<file path="config.mk">
export PLATFORM = sky130hd
export DESIGN_NAME = fsm1_req_seq
export DESIGN_NICKNAME = d
export VERILOG_FILES = /design/src/rtl/fsm1_pkg.sv /design/src/rtl/fsm1_req_fifo.sv /design/src/rtl/fsm1_req_seq.sv
export SDC_FILE = /design/constraint.sdc
export NUM_CORES = 1
export LEC_CHECK = 0
export ABC_AREA = 1
export CAP_MARGIN = 0
export CORE_MARGIN = 1.5
export CORE_UTILIZATION = 45
export CTS_CLUSTER_SIZE = 25
export DETAILED_ROUTE_END_ITERATION = 16
export GPL_TIMING_DRIVEN = 0
export PLACE_DENSITY_LB_ADDON = 0.08
export SETUP_SLACK_MARGIN = 0.02
export SYNTH_ARGS = -nofsm -noshare
export SYNTH_HDL_FRONTEND = slang
export SYNTH_HIERARCHICAL = 1
export SYNTH_SLANG_ARGS = --single-unit
</file>
<file path="constraint.sdc">
create_clock -name clk -period 5.3 [get_ports clk]
set_input_delay 1.06 -clock clk [delete_from_list [all_inputs] [get_ports clk]]
set_output_delay 1.06 -clock clk [all_outputs]
set_load 0.01 [all_outputs]
</file>
<file path="src/rtl/fsm1_pkg.sv">
// =====================================================================
// fsm1_pkg -- shared types and constants for the fsm1 read path
// Rev 1.0
// =====================================================================
`default_nettype none

package fsm1_pkg;

    localparam int SEQ_TIMEOUT_DEF = 15;

    // S_XXX is never entered from a legal state; the default branch parks there.
    typedef enum logic [2:0] {
        S_IDLE  = 3'd0,
        S_ISSUE = 3'd1,
        S_WAIT  = 3'd2,
        S_ERR   = 3'd3,
        S_XXX   = 3'd7
    } seq_state_e;

endpackage

`default_nettype wire

</file>
<file path="src/rtl/fsm1_req_fifo.sv">
// =====================================================================
// fsm1_req_fifo -- synchronous request FIFO, extra pointer bit for full/empty
// Rev 1.0
// =====================================================================
`default_nettype none

module fsm1_req_fifo #(
    parameter int DEPTH = 4,
    parameter int WIDTH = 4
) (
    input  logic             clk,
    input  logic             rst_n,
    input  logic             push,
    input  logic             pop,
    input  logic [WIDTH-1:0] wdata,
    output logic [WIDTH-1:0] rdata,
    output logic             full,
    output logic             empty
);

    localparam int c_aw = $clog2(DEPTH);

    logic [WIDTH-1:0] r_mem [DEPTH];
    logic [c_aw:0]    r_wptr;
    logic [c_aw:0]    r_rptr;
    logic             w_push;
    logic             w_pop;

    assign w_push = push & ~full;
    assign w_pop  = pop & ~empty;

    always_ff @(posedge clk or negedge rst_n) begin
        if (!rst_n) begin
            r_wptr <= '0;
            r_rptr <= '0;
        end else begin
            if (w_push) r_wptr <= r_wptr + (c_aw+1)'(1);
            if (w_pop)  r_rptr <= r_rptr + (c_aw+1)'(1);
        end
    end

    always_ff @(posedge clk) begin
        if (w_push) r_mem[r_wptr[c_aw-1:0]] <= wdata;
    end

    assign rdata = r_mem[r_rptr[c_aw-1:0]];
    assign empty = (r_wptr == r_rptr);
    assign full  = (r_wptr[c_aw-1:0] == r_rptr[c_aw-1:0]) && (r_wptr[c_aw] != r_rptr[c_aw]);

endmodule

`default_nettype wire

</file>
<file path="src/rtl/fsm1_req_seq.sv">
// =====================================================================
// fsm1_req_seq -- queues burst requests and paces go/ds transactions to fsm1
// Rev 1.0
// =====================================================================
`default_nettype none

module fsm1_req_seq
    import fsm1_pkg::*;
#(
    parameter int DEPTH   = 4,
    parameter int LEN_W   = 4,
    parameter int CNT_W   = 8,
    parameter int TIMEOUT = SEQ_TIMEOUT_DEF
) (
    input  logic             clk,
    input  logic             rst_n,
    input  logic             req_valid,
    input  logic [LEN_W-1:0] req_len,
    output logic             req_ready,
    output logic             go,
    input  logic             ds,
    output logic             busy,
    output logic             done_pulse,
    output logic [CNT_W-1:0] done_count,
    output logic             err,
    input  logic             err_clr
);

    localparam int                c_tmr_w    = $clog2(TIMEOUT);
    localparam logic [c_tmr_w-1:0] c_tmr_last = c_tmr_w'(TIMEOUT - 1);

    seq_state_e         r_state;
    seq_state_e         w_state_nxt;
    logic [LEN_W-1:0]   r_remaining;
    logic [LEN_W-1:0]   w_remaining_nxt;
    logic [c_tmr_w-1:0] r_timer;
    logic [c_tmr_w-1:0] w_timer_nxt;
    logic [LEN_W-1:0]   w_fifo_len;
    logic               w_full;
    logic               w_empty;
    logic               w_push;
    logic               w_pop;
    logic               w_err_nxt;
    logic               w_done_nxt;
    logic               r_go;
    logic               r_done_pulse;
    logic [CNT_W-1:0]   r_done_count;
    logic               r_err;

    assign w_push    = req_valid & ~w_full;
    assign req_ready = ~w_full;
    assign busy      = (r_state != S_IDLE) | ~w_empty;

    fsm1_req_fifo #(
        .DEPTH (DEPTH),
        .WIDTH (LEN_W)
    ) u_fifo (
        .clk   (clk),
        .rst_n (rst_n),
        .push  (w_push),
        .pop   (w_pop),
        .wdata (req_len),
        .rdata (w_fifo_len),
        .full  (w_full),
        .empty (w_empty)
    );

    always_comb begin
        w_state_nxt     = r_state;
        w_remaining_nxt = r_remaining;
        w_timer_nxt     = r_timer;
        w_err_nxt       = r_err;
        w_done_nxt      = 1'b0;
        w_pop           = 1'b0;
        case (r_state)
            S_IDLE: begin
                // Zero-length entries are popped and dropped without issuing.
                if (!w_empty) begin
                    w_pop = 1'b1;
                    if (w_fifo_len != '0) begin
                        w_remaining_nxt = w_fifo_len;
                        w_state_nxt     = S_ISSUE;
                    end
                end
            end
            S_ISSUE: begin
                w_timer_nxt = '0;
                w_state_nxt = S_WAIT;
            end
            S_WAIT: begin
                if (ds) begin
                    if (r_remaining == LEN_W'(1)) begin
                        w_done_nxt      = 1'b1;
                        w_remaining_nxt = '0;
                        w_state_nxt     = S_IDLE;
                    end else begin
                        w_remaining_nxt = r_remaining - LEN_W'(1);
                        w_state_nxt     = S_ISSUE;
                    end
                end else if (r_timer == c_tmr_last) begin
                    w_err_nxt   = 1'b1;
                    w_state_nxt = S_ERR;
                end else begin
                    w_timer_nxt = r_timer + c_tmr_w'(1);
                end
            end
            S_ERR: begin
                if (err_clr) begin
                    w_err_nxt       = 1'b0;
                    w_remaining_nxt = '0;
                    w_state_nxt     = S_IDLE;
                end
            end
            default: begin
                w_state_nxt = S_XXX;
            end
        endcase
    end

    always_ff @(posedge clk or negedge rst_n) begin
        if (!rst_n) begin
            r_state      <= S_IDLE;
            r_remaining  <= '0;
            r_timer      <= '0;
            r_err        <= 1'b0;
            r_go         <= 1'b0;
            r_done_pulse <= 1'b0;
            r_done_count <= '0;
        end else begin
            r_state      <= w_state_nxt;
            r_remaining  <= w_remaining_nxt;
            r_timer      <= w_timer_nxt;
            r_err        <= w_err_nxt;
            r_go         <= (w_state_nxt == S_ISSUE);
            r_done_pulse <= w_done_nxt;
            if (w_done_nxt) r_done_count <= r_done_count + CNT_W'(1);
        end
    end

    assign go         = r_go;
    assign done_pulse = r_done_pulse;
    assign done_count = r_done_count;
    assign err        = r_err;

endmodule

`default_nettype wire

</file>
==> Yosys cells after proc, flatten, opt, wreduce, memory -nomap -nowiden <==
Memory sizes are Yosys's and may differ from the RTL's.
Cells that the tools add are included.
{ "op_classes": {"addsub": 5, "eq_ne": 16, "mux": 27, "n_bitwise": 6, "reduce_logical": 10} }
{ "ops": {"columns": ["cell", "n"], "rows": [
  ["4-bit two-way mux", 7],
  ["3-bit two-way mux", 5],
  ["2-bit inequality test, second input constant", 7],
  ["3-bit case mux with 4 select lines", 1],
  ["4-bit case mux with 3 select lines", 1],
  ["1-bit two-way mux", 11],
  ["8-bit by 1-bit adder with 8-bit output, second input constant", 1],
  ["4-bit case mux with 2 select lines", 1],
  ["3-bit by 1-bit adder with 3-bit output, second input constant", 2],
  ["3-bit by 1-bit == test with 1-bit output, second input constant", 2],
  ["3-bit by 2-bit == test with 1-bit output, second input constant", 2],
  ["3-bit nonzero test", 2],
  ["5-bit AND reduction", 1],
  ["4-bit by 1-bit adder with 4-bit output, second input constant", 1],
  ["4-bit by 1-bit == test with 1-bit output, second input constant", 1],
  ["4-bit == test, second input constant", 1],
  ["4-bit AND reduction", 1],
  ["2-bit nonzero test", 2],
  ["4-bit nonzero test", 1],
  ["4-bit by 1-bit subtractor with 4-bit output, second input constant", 1],
  ["1-bit AND", 3],
  ["3-bit == test", 1],
  ["3-bit logical NOT", 1],
  ["3-bit AND reduction", 1],
  ["other kinds (6)", 7]
]} }
{ "totals": {"ff_bits": 28, "ramBits": 16, "input_bits": 9, "out_inout_bits": 13, "wordCells": 74, "memories": 1} }
{ "mem_list": {"columns": ["memory", "depth", "word_bits", "rd", "rd_clocked_by_memory_dff", "wr", "line", "source"], "rows": [
  ["u_fifo.r_mem", 4, 4, 1, 0, 1, "fsm1_req_fifo.sv:23", "logic [WIDTH-1:0] r_mem [DEPTH];"]
]} }

==> Logic depth before layout (Yosys ltp) <==
{ "logic_depth": {"ltp_word": 7, "ltp_mapped": 11, "ltp_nobuf": 11} }

==> Cells and area by module <==
Netlist, hierarchy kept.
{ "modules_own_cells": {"columns": ["mod", "n_inst", "cells_each", "area_per_inst_um2", "seq_area_each_um2"], "rows": [
  ["fsm1_req_seq", 1, 183, 1365.1, 550.5],
  ["fsm1_req_fifo", 1, 101, 1063.5, 630.6]
]} }

==> Worst setup path before layout <==
OpenSTA, ideal clock, no wires.
{ "synth_path": {"path_kind": "flip-flop to output port", "startpoint": "register u_fifo.r_wptr[0]", "endpoint": "output port req_ready", "arrival_time_ns": 0.944, "required_ns": 4.240, "setup_slack_ns": 3.296, "path_stages_with_launch": 7, "path_buffers": 0, "cell_sequence": "dfrtp_1 inv_1 nand2_1 nand2_4 nand3_4 inv_1 inv_1"} }
{ "synth_between": {"elab_chain_cells": 3} }
{ "synth_rtl": {"columns": ["element", "line", "source"], "rows": [
  ["start, declared", "fsm1_req_fifo.sv:24", "logic [c_aw:0] r_wptr;"],
  ["start signal, assigned", "fsm1_req_fifo.sv:37", "if (w_push) r_wptr <= r_wptr + (c_aw+1)'(1);"],
  ["2-bit == test", "fsm1_req_fifo.sv:48", "assign full = (r_wptr[c_aw-1:0] == r_rptr[c_aw-1:0]) && (r_wptr[c_aw] != r_rptr[c_aw]);"],
  ["1-bit logical AND", "fsm1_req_fifo.sv:48", null],
  ["via w_full", "fsm1_req_seq.sv:39", "logic w_full;"],
  ["1-bit NOT", "fsm1_req_seq.sv:51", "assign req_ready = ~w_full;"],
  ["end, declared", "fsm1_req_seq.sv:19", "output logic req_ready,"]
]} }
The timed path passes the listed nets, and every way through them passes these cells.

==> Final worst setup path <==
{ "layout_path": {"startpoint": "register u_fifo.r_rptr[1]", "endpoint": "output port busy"} }
{ "layout_between": {"elab_chain_cells": 3} }
{ "layout_rtl": {"columns": ["element", "line", "source"], "rows": [
  ["start, declared", "fsm1_req_fifo.sv:25", "logic [c_aw:0] r_rptr;"],
  ["start signal, assigned", "fsm1_req_fifo.sv:38", "if (w_pop) r_rptr <= r_rptr + (c_aw+1)'(1);"],
  ["3-bit == test", "fsm1_req_fifo.sv:47", "assign empty = (r_wptr == r_rptr);"],
  ["via w_empty", "fsm1_req_seq.sv:40", "logic w_empty;"],
  ["1-bit NOT", "fsm1_req_seq.sv:52", "assign busy = (r_state != S_IDLE) | ~w_empty;"],
  ["1-bit bitwise OR", "fsm1_req_seq.sv:52", null],
  ["end, declared", "fsm1_req_seq.sv:22", "output logic busy,"]
]} }
The timed path passes the listed nets, and every way through them passes these cells.

==> metrics <==
outcome complete, no violations; Simple-Gate Fraction of Synth Area between 30% and 40%; Die H ~76 µm; area leader, netlist dfrtp_1; area share of the largest cell type after synthesis between 20 and 30%; Critical Path Start Type flip-flop; critical path type flip-flop to primary output; clock slew at reported path FFs about 0.080 ns; crit path max fanout 8; Syn Nets 303; unrepaired setup endpoints after global routing false; period utilization roughly 56%; initial antenna violation count 0; H-tree Lvls 2; Fillers ~520; routability cong. 0.8327; I/O Pins 22; Max Freq between 300 and 400 MHz; DP Cell Count 375; ant diodes 0; Worst EP arrival 1.90 ns; largest family of logic cells by synthesized area simple AND/OR/NAND/NOR gates; cts repair resizes 0; worst slack, placed ~2.7 ns; complex-gate fraction of the synthesized area 4.534%; flop2flop setup slack ~3.2 ns; first-pass GRT wire length a little under 8 mm; Final Skew roughly 0.0064 ns; fraction of synthesized cell area in xor and xnor cells about 1.8%; ratio of cells with drive above 1 in the final layout ~12%; Initial Util 47.25%; power per cell area around 520 nW/µm²; Least-Margin Pin Slew 0.6567 ns; FF+latch count, synth 44; CTS tree built; asr flop ratio synth between 60% and 70%; reg2reg start u_fifo/r_rptr[1]; final WL approximately 4.5 mm; drt pass-1 iters 4; Max Buffers Root-to-Sink 2; WHS Endpoint err; clk_lat worst skew 0.29 ns; Setup violations, final 0; post-route ant nets 0; area of the core between 5000 and 6000 µm²; Hold Slack ~0.49 ns; DR WL/cell 11.64 µm; buffers inserted by post-CTS timing repair 0; GRT overflow 0; Final Hold Fails 0; most common flop cell mapped by yosys dfrtp_1; number of synthesis warnings 6; min Tclk post-route between 2 and 3 ns; Min-Delay Path Depth 2; RR Endpoint u_fifo/r_mem[0][2]; dpl hpwl between 3 and 4 mm; leakage power about 1.4 nW; worst setup margin roughly 2.3 ns; area grow syn2layout 16.18%; all-layer global routing usage 16.95%; vias in the first global route 1734; Mapped Avg Cell Area ~8.6 µm²; Non-Filler Instances ~380; Hold-fix buffers, CTS 0; register area share after synthesis roughly half; Gate Count Post-Synth roughly 280; adder-cell share of the synthesized area roughly 5%; Final TNS setup 0 ns; Nets 331; Reg2Reg Depth 8; Critical Path End Type primary output; HP Class flip-flop to flip-flop; Max Slew Vio Count 0; TritonCTS Buffers 5; hold wc startpoint err; Post-synth EDFFs 16; vias 1818; Port Buffer Count 21; Iter 0 DRT Violations 65; clock sinks between 40 and 50; CTS root buffer clkbuf_8; Synth Cell Area between 2000 and 2500 µm²; pin count of the biggest net entering global routing 29; Max-cap violations 0; synth top area cells dfrtp_1 (29%), edfxtp_1 (20%), nand2_1 (14%), ha_1 (5.2%), inv_1 (5.1%); Die Area about 6000 µm²; # DRC 0; Slew HR 56.22%; Die Width around 76 µm; Data required, critical path 4.24 ns; DR vias/cell between 4 and 5; worst IR drop on VDD 0.2351 mV; synth unique cells 26; Rows 26; multiplexer share of the synthesized area 0%
## Yosys cell counts, types with 5 or more instances
| master | number |
|---|---|
| nand2_4 | 6 |
| edfxtp_1 | 16 |
| inv_1 | 33 |
| dfrtp_1 | 28 |
| nand2_1 | 90 |
| nor2_1 | 19 |
| xor2_1 | 5 |
| nand3_1 | 23 |
| o21ai_0 | 11 |
| ha_1 | 10 |
| nand4_1 | 5 |
| nand2_2 | 8 |
| inv_2 | 6 |
## through the flow
step	cell area [µm²]	power, W	util (%)
2_1_floorplan	2429	0.001066	-
6_report	2821	0.001480	54.89
5_1_grt	2821	0.001628	54.89
3_3_place_gp	2726	0.001250	53.04
3_5_place_dp	2721	0.001261	52.95
4_1_cts	2821	0.001499	54.89
## worst max-delay path by stage
stage	end	cells after the start	from
3_5_place_dp	busy	7	u_fifo/r_rptr[1]
3_3_place_gp	u_fifo/r_wptr[2]	1	rst_n
5_1_grt	busy	7	u_fifo/r_rptr[1]
2_1_floorplan	req_ready	6	u_fifo/r_wptr[0]
4_1_cts	busy	7	u_fifo/r_rptr[1]
6_report	busy	7	u_fifo/r_rptr[1]
## cells by family (layout without fill, tap and decap cells)
logic type      Yosys count  after routing
compound gates           21             21
flops                    44             44
buf+inv                  42             71
fa+ha+maj                10             10
simple gates            162            162
xor+xnor                  5              5
## metal layers
metal,vias to the layer above,share of wire (%),GRT usage [%]
met5,-,0,0
met2,22,47,28.39
met3,2,4.0,4.431
met1,834,49,21.29
met4,0,0.61,5.556
li1,960,-,-
## sequential cells by signal, indices dropped and copies added, names as in the netlist
signal	flops
go	1
r_timer	4
done_pulse	1
u_fifo/r_mem	16
r_state	3
u_fifo/r_wptr	3
err	1
u_fifo/r_rptr	3
done_count	8
r_remaining	4
## where the power goes
group	switching, W	leakage (nW)	internal [W]
combinational	0.000442	0.865	0.000268
sequential	0.0000835	0.505	0.000457
clock	0.000111	0.0515	0.000119
## cells in the final DEF (no fill, tap or decap), types with 4 or more instances in the layout
master	count
nand3_1	23
o21ai_1	4
o22ai_1	4
edfxtp_1	16
inv_2	6
clkdlybuf4s50_1	20
nand2_2	8
nor2_1	19
xor2_1	5
nand2_4	6
clkbuf_8	7
nand2_1	90
dfrtp_1	28
inv_1	33
ha_1	10
o21ai_0	11
nand4_1	5
## worst max-delay path: stages (launching register included)
cell             delay [ns]
dfrtp_1                0.49
inv_1                  0.16
nand2_1                0.10
nand2_2                0.09
nand3_4                0.10
inv_1                  0.06
nand2_1                0.08
clkdlybuf4s50_1        0.53
## final cells by class
| type | instances | area (µm²) | area share, % |
|---|---|---|---|
| timing repair buffer | 21 | 205.2 | 7.273 |
| inverter | 39 | 146.4 | 5.188 |
| sequential | 44 | 1181 | 41.86 |
| buffer | 3 | 27.53 | 0.9756 |
| multi-input combinational | 198 | 1074 | 38.05 |
| tap | 70 | 87.58 | 3.104 |
| clock buffer | 8 | 100.1 | 3.548 |
Note: power is estimated with default switching activity, not from simulation.
